--- config.mk ---
export PLATFORM = sky130hd
export DESIGN_NAME = genexu_mul_div_dispatch
export DESIGN_NICKNAME = d
export VERILOG_FILES = /design/src/rtl/genexu_mul_div_dispatch.sv
export SDC_FILE = /design/constraint.sdc
export NUM_CORES = 1
export LEC_CHECK = 0
export ABC_AREA = 1
export BUFFER_PORTS_ARGS = -buffer_cell sky130_fd_sc_hd__buf_4
export CAP_MARGIN = 15
export CORE_MARGIN = 5
export CORE_UTILIZATION = 40
export CTS_BUF_LIST = sky130_fd_sc_hd__clkbuf_2
export DETAILED_ROUTE_END_ITERATION = 8
export GPL_TIMING_DRIVEN = 0
export PLACE_DENSITY = 0.67
export SLEW_MARGIN = 20
export SYNTH_ARGS = -nofsm -noshare
export SYNTH_HDL_FRONTEND = slang
export SYNTH_SLANG_ARGS = --single-unit
--- constraint.sdc ---
create_clock -name clk_i -period 1.9 [get_ports clk_i]
set_clock_uncertainty 0.2 [all_clocks]
set_input_delay 0.19 -clock clk_i [delete_from_list [all_inputs] [get_ports clk_i]]
set_output_delay 0.19 -clock clk_i [all_outputs]
set_load 0.01 [all_outputs]
--- src/rtl/genexu_mul_div_dispatch.sv ---
// Pipeline-side initiator for the MUL/DIV genfifo streams: issues ops, tracks rd tags in order, retires writebacks.
// Optional watchdog on unanswered ops: define GENEXU_MUL_DIV_DISPATCH_TIMEOUT_EN.
package genexu_mul_div_dispatch_pkg;
  localparam int unsigned XLEN = 32;

  typedef struct packed {
    logic [XLEN-1:0] instr_code;
    logic [XLEN-1:0] src0_data;
    logic [XLEN-1:0] src1_data;
  } req_struct;

  typedef struct packed {
    logic [XLEN-1:0] rd0_wdata;
  } resp_struct;
endpackage

module genexu_mul_div_dispatch
  import genexu_mul_div_dispatch_pkg::*;
#(
  parameter int unsigned MAX_OUTSTANDING = 2,
  parameter int unsigned TIMEOUT_CYCLES  = 64
) (
  input  logic            clk_i,
  input  logic            rst_i,
  input  logic            issue_valid_i,
  output logic            issue_ready_o,
  input  logic [XLEN-1:0] issue_instr_i,
  input  logic [XLEN-1:0] issue_src0_i,
  input  logic [XLEN-1:0] issue_src1_i,
  input  logic [4:0]      issue_rd_i,
  input  logic            flush_i,
  output logic            stream_req_bus_genfifo_req_o,
  output req_struct       stream_req_bus_genfifo_wdata_bo,
  input  logic            stream_req_bus_genfifo_ack_i,
  input  logic            stream_resp_bus_genfifo_req_i,
  input  resp_struct      stream_resp_bus_genfifo_rdata_bi,
  output logic            stream_resp_bus_genfifo_ack_o,
  output logic            wb_valid_o,
  output logic [4:0]      wb_rd_o,
  output logic [XLEN-1:0] wb_data_o,
  output logic            busy_o,
  output logic            err_o
);

  localparam int unsigned RD_W  = 5;
  localparam int unsigned PTR_W = (MAX_OUTSTANDING > 1) ? $clog2(MAX_OUTSTANDING) : 1;
  localparam int unsigned CNT_W = $clog2(MAX_OUTSTANDING) + 1;

  if (MAX_OUTSTANDING == 0 || TIMEOUT_CYCLES == 0) begin : g_param_check
    $error("genexu_mul_div_dispatch: MAX_OUTSTANDING and TIMEOUT_CYCLES must be non-zero");
  end

  typedef enum logic [0:0] {
    IDLE = 1'b0,
    SEND = 1'b1
  } state_e;

  state_e            state_q, state_d;
  logic              rst_done_q;
  req_struct         hold_q;
  logic [RD_W-1:0]   hold_rd_q;

  logic [PTR_W-1:0]  wr_ptr_q, rd_ptr_q;
  logic [CNT_W-1:0]  count_q;
  logic [RD_W-1:0]   rd_mem_q [MAX_OUTSTANDING];
  logic [MAX_OUTSTANDING-1:0] kill_q;

  logic              issue_fire;
  logic              push;
  logic              pop;
  logic              to_fire;
  logic [RD_W-1:0]   head_rd;
  logic              head_kill;
  logic              wb_fire;

  logic              wb_valid_q;
  logic [RD_W-1:0]   wb_rd_q;
  logic [XLEN-1:0]   wb_data_q;
  logic              err_q;

  function automatic logic [PTR_W-1:0] ptr_inc(input logic [PTR_W-1:0] p);
    return (p == PTR_W'(MAX_OUTSTANDING - 1)) ? '0 : p + PTR_W'(1);
  endfunction

  // Request FSM state register; rst_done_q keeps issue_ready_o low while in reset.
  always_ff @(posedge clk_i or negedge rst_i) begin
    if (!rst_i) begin
      state_q    <= IDLE;
      rst_done_q <= 1'b0;
    end else begin
      state_q    <= state_d;
      rst_done_q <= 1'b1;
    end
  end

  // Next-state and request-side outputs.
  always_comb begin
    state_d                      = state_q;
    issue_ready_o                = 1'b0;
    stream_req_bus_genfifo_req_o = 1'b0;
    unique case (state_q)
      IDLE: begin
        issue_ready_o = rst_done_q && !flush_i && (count_q < CNT_W'(MAX_OUTSTANDING));
        if (issue_valid_i && issue_ready_o) state_d = SEND;
      end
      SEND: begin
        stream_req_bus_genfifo_req_o = 1'b1;
        if (stream_req_bus_genfifo_ack_i || flush_i) state_d = IDLE;
      end
      default: state_d = IDLE;
    endcase
  end

  assign issue_fire = issue_valid_i && issue_ready_o;
  assign push       = (state_q == SEND) && stream_req_bus_genfifo_ack_i;
  assign pop        = stream_resp_bus_genfifo_req_i && stream_resp_bus_genfifo_ack_o;
  assign head_rd    = rd_mem_q[rd_ptr_q];
  assign head_kill  = kill_q[rd_ptr_q];
  assign wb_fire    = pop && !head_kill && !flush_i && (head_rd != '0);

  // Hold registers drive the request payload until it is accepted.
  always_ff @(posedge clk_i or negedge rst_i) begin
    if (!rst_i) begin
      hold_q    <= '0;
      hold_rd_q <= '0;
    end else if (issue_fire) begin
      hold_q.instr_code <= issue_instr_i;
      hold_q.src0_data  <= issue_src0_i;
      hold_q.src1_data  <= issue_src1_i;
      hold_rd_q         <= issue_rd_i;
    end
  end

  assign stream_req_bus_genfifo_wdata_bo = hold_q;

  // In-order tag FIFO; flush marks every live entry (and a same-cycle push) as killed.
  always_ff @(posedge clk_i or negedge rst_i) begin
    if (!rst_i) begin
      wr_ptr_q <= '0;
      rd_ptr_q <= '0;
      count_q  <= '0;
      kill_q   <= '0;
      for (int i = 0; i < int'(MAX_OUTSTANDING); i++) rd_mem_q[i] <= '0;
    end else begin
      if (flush_i) kill_q <= '1;
      if (push) begin
        rd_mem_q[wr_ptr_q] <= hold_rd_q;
        kill_q[wr_ptr_q]   <= flush_i;
        wr_ptr_q           <= ptr_inc(wr_ptr_q);
      end
      if (pop) rd_ptr_q <= ptr_inc(rd_ptr_q);
      if (to_fire) begin
        rd_ptr_q <= wr_ptr_q;
        count_q  <= push ? CNT_W'(1) : '0;
      end else if (push && !pop) begin
        count_q <= count_q + CNT_W'(1);
      end else if (!push && pop) begin
        count_q <= count_q - CNT_W'(1);
      end
    end
  end

`ifdef GENEXU_MUL_DIV_DISPATCH_TIMEOUT_EN
  localparam int unsigned TO_W = $clog2(TIMEOUT_CYCLES + 1);
  logic [TO_W-1:0] to_cnt_q;

  assign to_fire = (count_q != '0) && !pop && (to_cnt_q == TO_W'(TIMEOUT_CYCLES - 1));

  // Watchdog counts cycles spent waiting on the oldest outstanding response.
  always_ff @(posedge clk_i or negedge rst_i) begin
    if (!rst_i) begin
      to_cnt_q <= '0;
    end else if ((count_q == '0) || pop || to_fire) begin
      to_cnt_q <= '0;
    end else begin
      to_cnt_q <= to_cnt_q + TO_W'(1);
    end
  end
`else
  assign to_fire = 1'b0;
`endif

  // Registered writeback; rd/data hold their last value between pulses.
  always_ff @(posedge clk_i or negedge rst_i) begin
    if (!rst_i) begin
      wb_valid_q <= 1'b0;
      wb_rd_q    <= '0;
      wb_data_q  <= '0;
      err_q      <= 1'b0;
    end else begin
      wb_valid_q <= wb_fire;
      if (wb_fire) begin
        wb_rd_q   <= head_rd;
        wb_data_q <= stream_resp_bus_genfifo_rdata_bi.rd0_wdata;
      end
      if ((stream_resp_bus_genfifo_req_i && (count_q == '0)) || to_fire) err_q <= 1'b1;
    end
  end

  assign stream_resp_bus_genfifo_ack_o = (count_q != '0);
  assign busy_o     = (state_q == SEND) || (count_q != '0);
  assign wb_valid_o = wb_valid_q;
  assign wb_rd_o    = wb_rd_q;
  assign wb_data_o  = wb_data_q;
  assign err_o      = err_q;

endmodule

==> run_results.csv, run 1 <==
group,metric,value,unit
floorplanning,die_x,136,um
cts,postCtsResizedCells,18,
cts,htreeDepth,4,
floorplanning,num_io_pins,278,
outcome,failing_step,"clock tree synthesis (4_1_cts)",
cts,cts_buffers,17,
cts,cts_sinks,158,
synthesis,synthCells,697,
synthesis,synth_area,0.00630,sq mm
floorplanning,row_count,45,
placement,post-dp-hpwl,14200,um
cts,clockBufferDepth,2,
outcome,status,"aborted with a tool error",
placement,numPortBuffers,276,
synthesis,syn-num-nets,837,
synthesis,synth_warnings,0,
cts,hold_buffers,245,
synthesis,synth.avg_cell_area,9.04,sq um
synthesis,ys_seq_area_share,62.7,%
synthesis,ys_types,25,
placement,place_congestion,0.781,
synthesis,ys_ff_latch,158,
floorplanning,die_h,136,um
cts,postCtsSetupRepairBufs,5,
floorplanning,start_util,41.2,%
outcome,error,"[ERROR RSZ-0060] Max buffer count reached.",
cts,cts_root_buf,"clkbuf_2",
## through the flow
| step | setup slack (ps) | TNS, ps | util [%] | area (sq um) | std cells |
|---|---|---|---|---|---|
| 2_1_floorplan | 256 | 0 | - | 6300 | 697 |
| 3_3_place_gp | -433 | -71970 | 56.4 | 8640 | 1184 |
| 3_5_place_dp | -175 | -6880 | 56.6 | 8670 | 1185 |
## cell families after synthesis
group,share of synthesized area [%]
AO/OA/AOI/OAI,1.63
XOR/XNOR,0.417
adder cells (fa/ha/maj),0.198
buffers and inverters,4.49
flip-flops,62.7
other,0.0595
AND/OR/NAND/NOR,30.5
## synth_stat cells, drive strengths merged
cell type  number  area [sq um]
nor2           14          65.1
clkbuf         26          97.6
buf            20           126
a21o            1          7.51
a21oi           5          25.0
nand3         132           673
xor2            1          8.76
nor3            1          10.0
conb            1          3.75
nand2         306          1170
xnor2           2          17.5
ha              1          12.5
dfrtp         158          3950
inv            15          58.8
o21ai          14          70.1
==> inputs of run 2 (changes only) <==
Settings changed: CORE_UTILIZATION 40 to 25, CTS_BUF_LIST sky130_fd_sc_hd__clkbuf_2 to unset, PLACE_DENSITY 0.67 to unset, PLACE_DENSITY_LB_ADDON set to 0.15.
==> run 2 against run 1 <==
Effect of this change: the run now ends clean; synthesized area is the same; synthesized cell count is the same.
==> run_results.csv, run 2 <==
group,metric,value,unit
synthesis,synth.avg_cell_area,9.04,sq um
sta,fin_crit_sh,98.2,%
cells_and_area,drive_gt1_share,32.6,%
synthesis,synth_most_common_cell,"nand2_1",
cts,clockBufferDepth,2,
sta,setup_viol,0,
synthesis,synthCells,697,
setup_path,worst_r2r_path_depth,10,
synthesis,yosys.area.top_type,"dfrtp_1",
synthesis,ys_ff_latch,158,
placement,dp_slack,-271,ps
sta,timing.fmax,536,MHz
sta,finalHoldViolations,0,
floorplanning,die_h,169,um
setup_path,r2r_start,"rd_ptr_q$_DFFE_PN0P_",
setup_path,critPathMaxFanout,4,
sta,period_needed,1870,ps
synthesis,ys.flop_type,"dfrtp_1",
cells_and_area,nets,1286,
setup_path,start_kind,"flip-flop",
pwr,ir_drop,0.581,mV
synthesis,ys_types,25,
routing,drc,0,
grt,grt_max_degree,83,
cells_and_area,fillers,2535,
routing,viasPerCell,4.22,
sta,rsz0062_at_grt,"true",
setup_path,required,1510,ps
outcome,status,"completed",
grt,grt_pass1_vias,6528,
routing,avgRoutedWirePerCell,14.9,um
synthesis,synth_top_area_share,62.7,%
grt,antenna_found_initial,0,
routing,drt.antenna.violating_nets,0,
placement,place_congestion,0.745,
pwr,power.leakage,0.00587,uW
setup_path,reg2reg_to,"wb_data_o[24]$_DFFE_PN0P_",
sta,setup_ws,33.5,ps
cells_and_area,largest_reg_flops,96,
placement,numPortBuffers,276,
sta,worst_pin_slew,652,ps
cells_and_area,diodes,0,
setup_path,ff2ff_setup_slack,60,ps
floorplanning,die_area,0.0285,sq mm
grt,grt_pass1_wl,35100,um
setup_path,arrival,1480,ps
sta,max_slew_margin,56.6,%
cells_and_area,areaGrowthSynthToFinish,76.9,%
cts,htreeDepth,4,
cells_and_area,final_common_cell,"nand2_1",
synthesis,synth_warnings,0,
floorplanning,fp.coreArea,0.0250,sq mm
floorplanning,start_util,25.2,%
cells_and_area,final_util,44.5,%
cts,cts_buffers,17,
hold_path,hp-class,"primary input to asynchronous set/reset pin",
cts,cts_root_buf,"clkbuf_16",
pwr,totalPowerFinal,15700,uW
routing,drtIter0Drc,295,
routing,drt-total-wl,22200,um
cells_and_area,multiInputGateArea,0.00212,sq mm
cts,cts_tree,"built",
synthesis,synth_edf_count,0,
synthesis,syn-num-nets,837,
setup_path,worst_setup_path_end_kind,"output port",
routing,drtPass1Iterations,4,
grt,grt-ovfl-total,0,
sta,slew_violations,0,
floorplanning,row_count,58,
cts,clock_latency,410,ps
floorplanning,die_x,169,um
cells_and_area,final_cell_mix,"286 x nand2_1, 284 x buf_4, 158 x dfrtp_1",
cts,clkTransAtPathRegs,60,ps
placement,post-dp-hpwl,15300,um
grt,grt_util_all_layers,15.2,%
routing,vias,6280,
synthesis,ys_seq_area_share,62.7,%
synthesis,async_flop_share,100,%
job,cap_violations,0,
synthesis,synth_area,0.00630,sq mm
synthesis,synth_area_leaders,"dfrtp_1 63%, nand2_1 18%, nand3_1 10%",
floorplanning,num_io_pins,278,
cts,cts_sinks,158,
synthesis,synthTopCellsByCount,"296 x nand2_1, 158 x dfrtp_1, 131 x nand3_1",
setup_path,path_class,"flip-flop to output port",
cells_and_area,regArea,0.00395,sq mm
pwr,p_per_area,1410,mW/mm^2
run 2: cell counts after synthesis:
No cell type changed its count.
run 2: metrics by stage:
stage | cell area, sq um | hold slack (ps) | TNS [ps] | instances
final | 11100 | 134 | 0 | 1489
after global routing | 11100 | 161 | -154 | 1489
after CTS | 10900 | 158 | -112 | 1476
after detailed placement | 8820 | 14.6 | -18740 | 1304
after global placement | 8790 | 209 | -112560 | 1303
after floorplan | 6300 | -306 | 0 | 697
run 2: power breakdown:
part           internal, uW  total (uW)  switching (uW)
combinational          3080        6210            3130
clock                  2260        3750            1490
sequential             4890        5770             876
total                 10200       15700            5500
run 2: cells by family (layout without fill, tap and decap cells):
logic type	count (synthesis)	after routing	share of synthesized area [%]
flip-flops	158	158	62.7
buffers and inverters	61	523	4.49
AND/OR/NAND/NOR	453	453	30.5
other	1	1	0.0595
XOR/XNOR	3	3	0.417
adder cells (fa/ha/maj)	1	1	0.198
AO/OA/AOI/OAI	20	20	1.63
run 2: area by class of cell:
type	count	area share (%)
Tap cell	330	3.70
Inverter	15	0.527
Clock buffer	20	4.01
Buffer	46	2.68
Clock inverter	12	1.65
Multi-Input combinational cell	478	19.0
Timing Repair Buffer	430	32.9
Sequential cell	158	35.5
run 2: worst max-delay path by stage:
stage	start	to	slack, ps	cells after the start
2_1_floorplan	state_q$_DFF_PN0_	stream_req_bus_genfifo_wdata_bo[11]$_DFFE_PN0P_	260	8
3_3_place_gp	rst_i	stream_req_bus_genfifo_wdata_bo[56]$_DFFE_PN0P_	-590	1
3_5_place_dp	state_q$_DFF_PN0_	stream_req_bus_genfifo_wdata_bo[8]$_DFFE_PN0P_	-270	8
4_1_cts	state_q$_DFF_PN0_	issue_ready_o	-110	5
5_1_grt	count_q[1]$_DFFE_PN0P_	issue_ready_o	-60	6
6_report	count_q[1]$_DFFE_PN0P_	issue_ready_o	30	6
run 2: what timing repair did:
action                     CTS  global route
setup buffers                2             8
hold endpoints to repair   215             0
resized for setup           12            40
hold buffers               138             0
pin swaps                    2             9
cloned                       0             5
setup endpoints to repair  103           131
run 2: critical path, cell delays in order, from the launching register on:
cell	delay (ps)
dfrtp_1	410
nor2_2	150
nand2_2	80
nor2_4	100
buf_12	130
buf_8	100
buf_6	90
run 2: metal layers:
| metal | up-vias | wire length (um) | GRT usage [%] |
|---|---|---|---|
| met3 | 19 | 1620 | 4.60 |
| li1 | 3123 | - | - |
| met4 | 0 | 323 | 5.05 |
| met5 | - | 0 | 0 |
| met1 | 2947 | 9920 | 19.7 |
| met2 | 191 | 10400 | 24.5 |
Note: power is estimated with default switching activity, not from simulation.
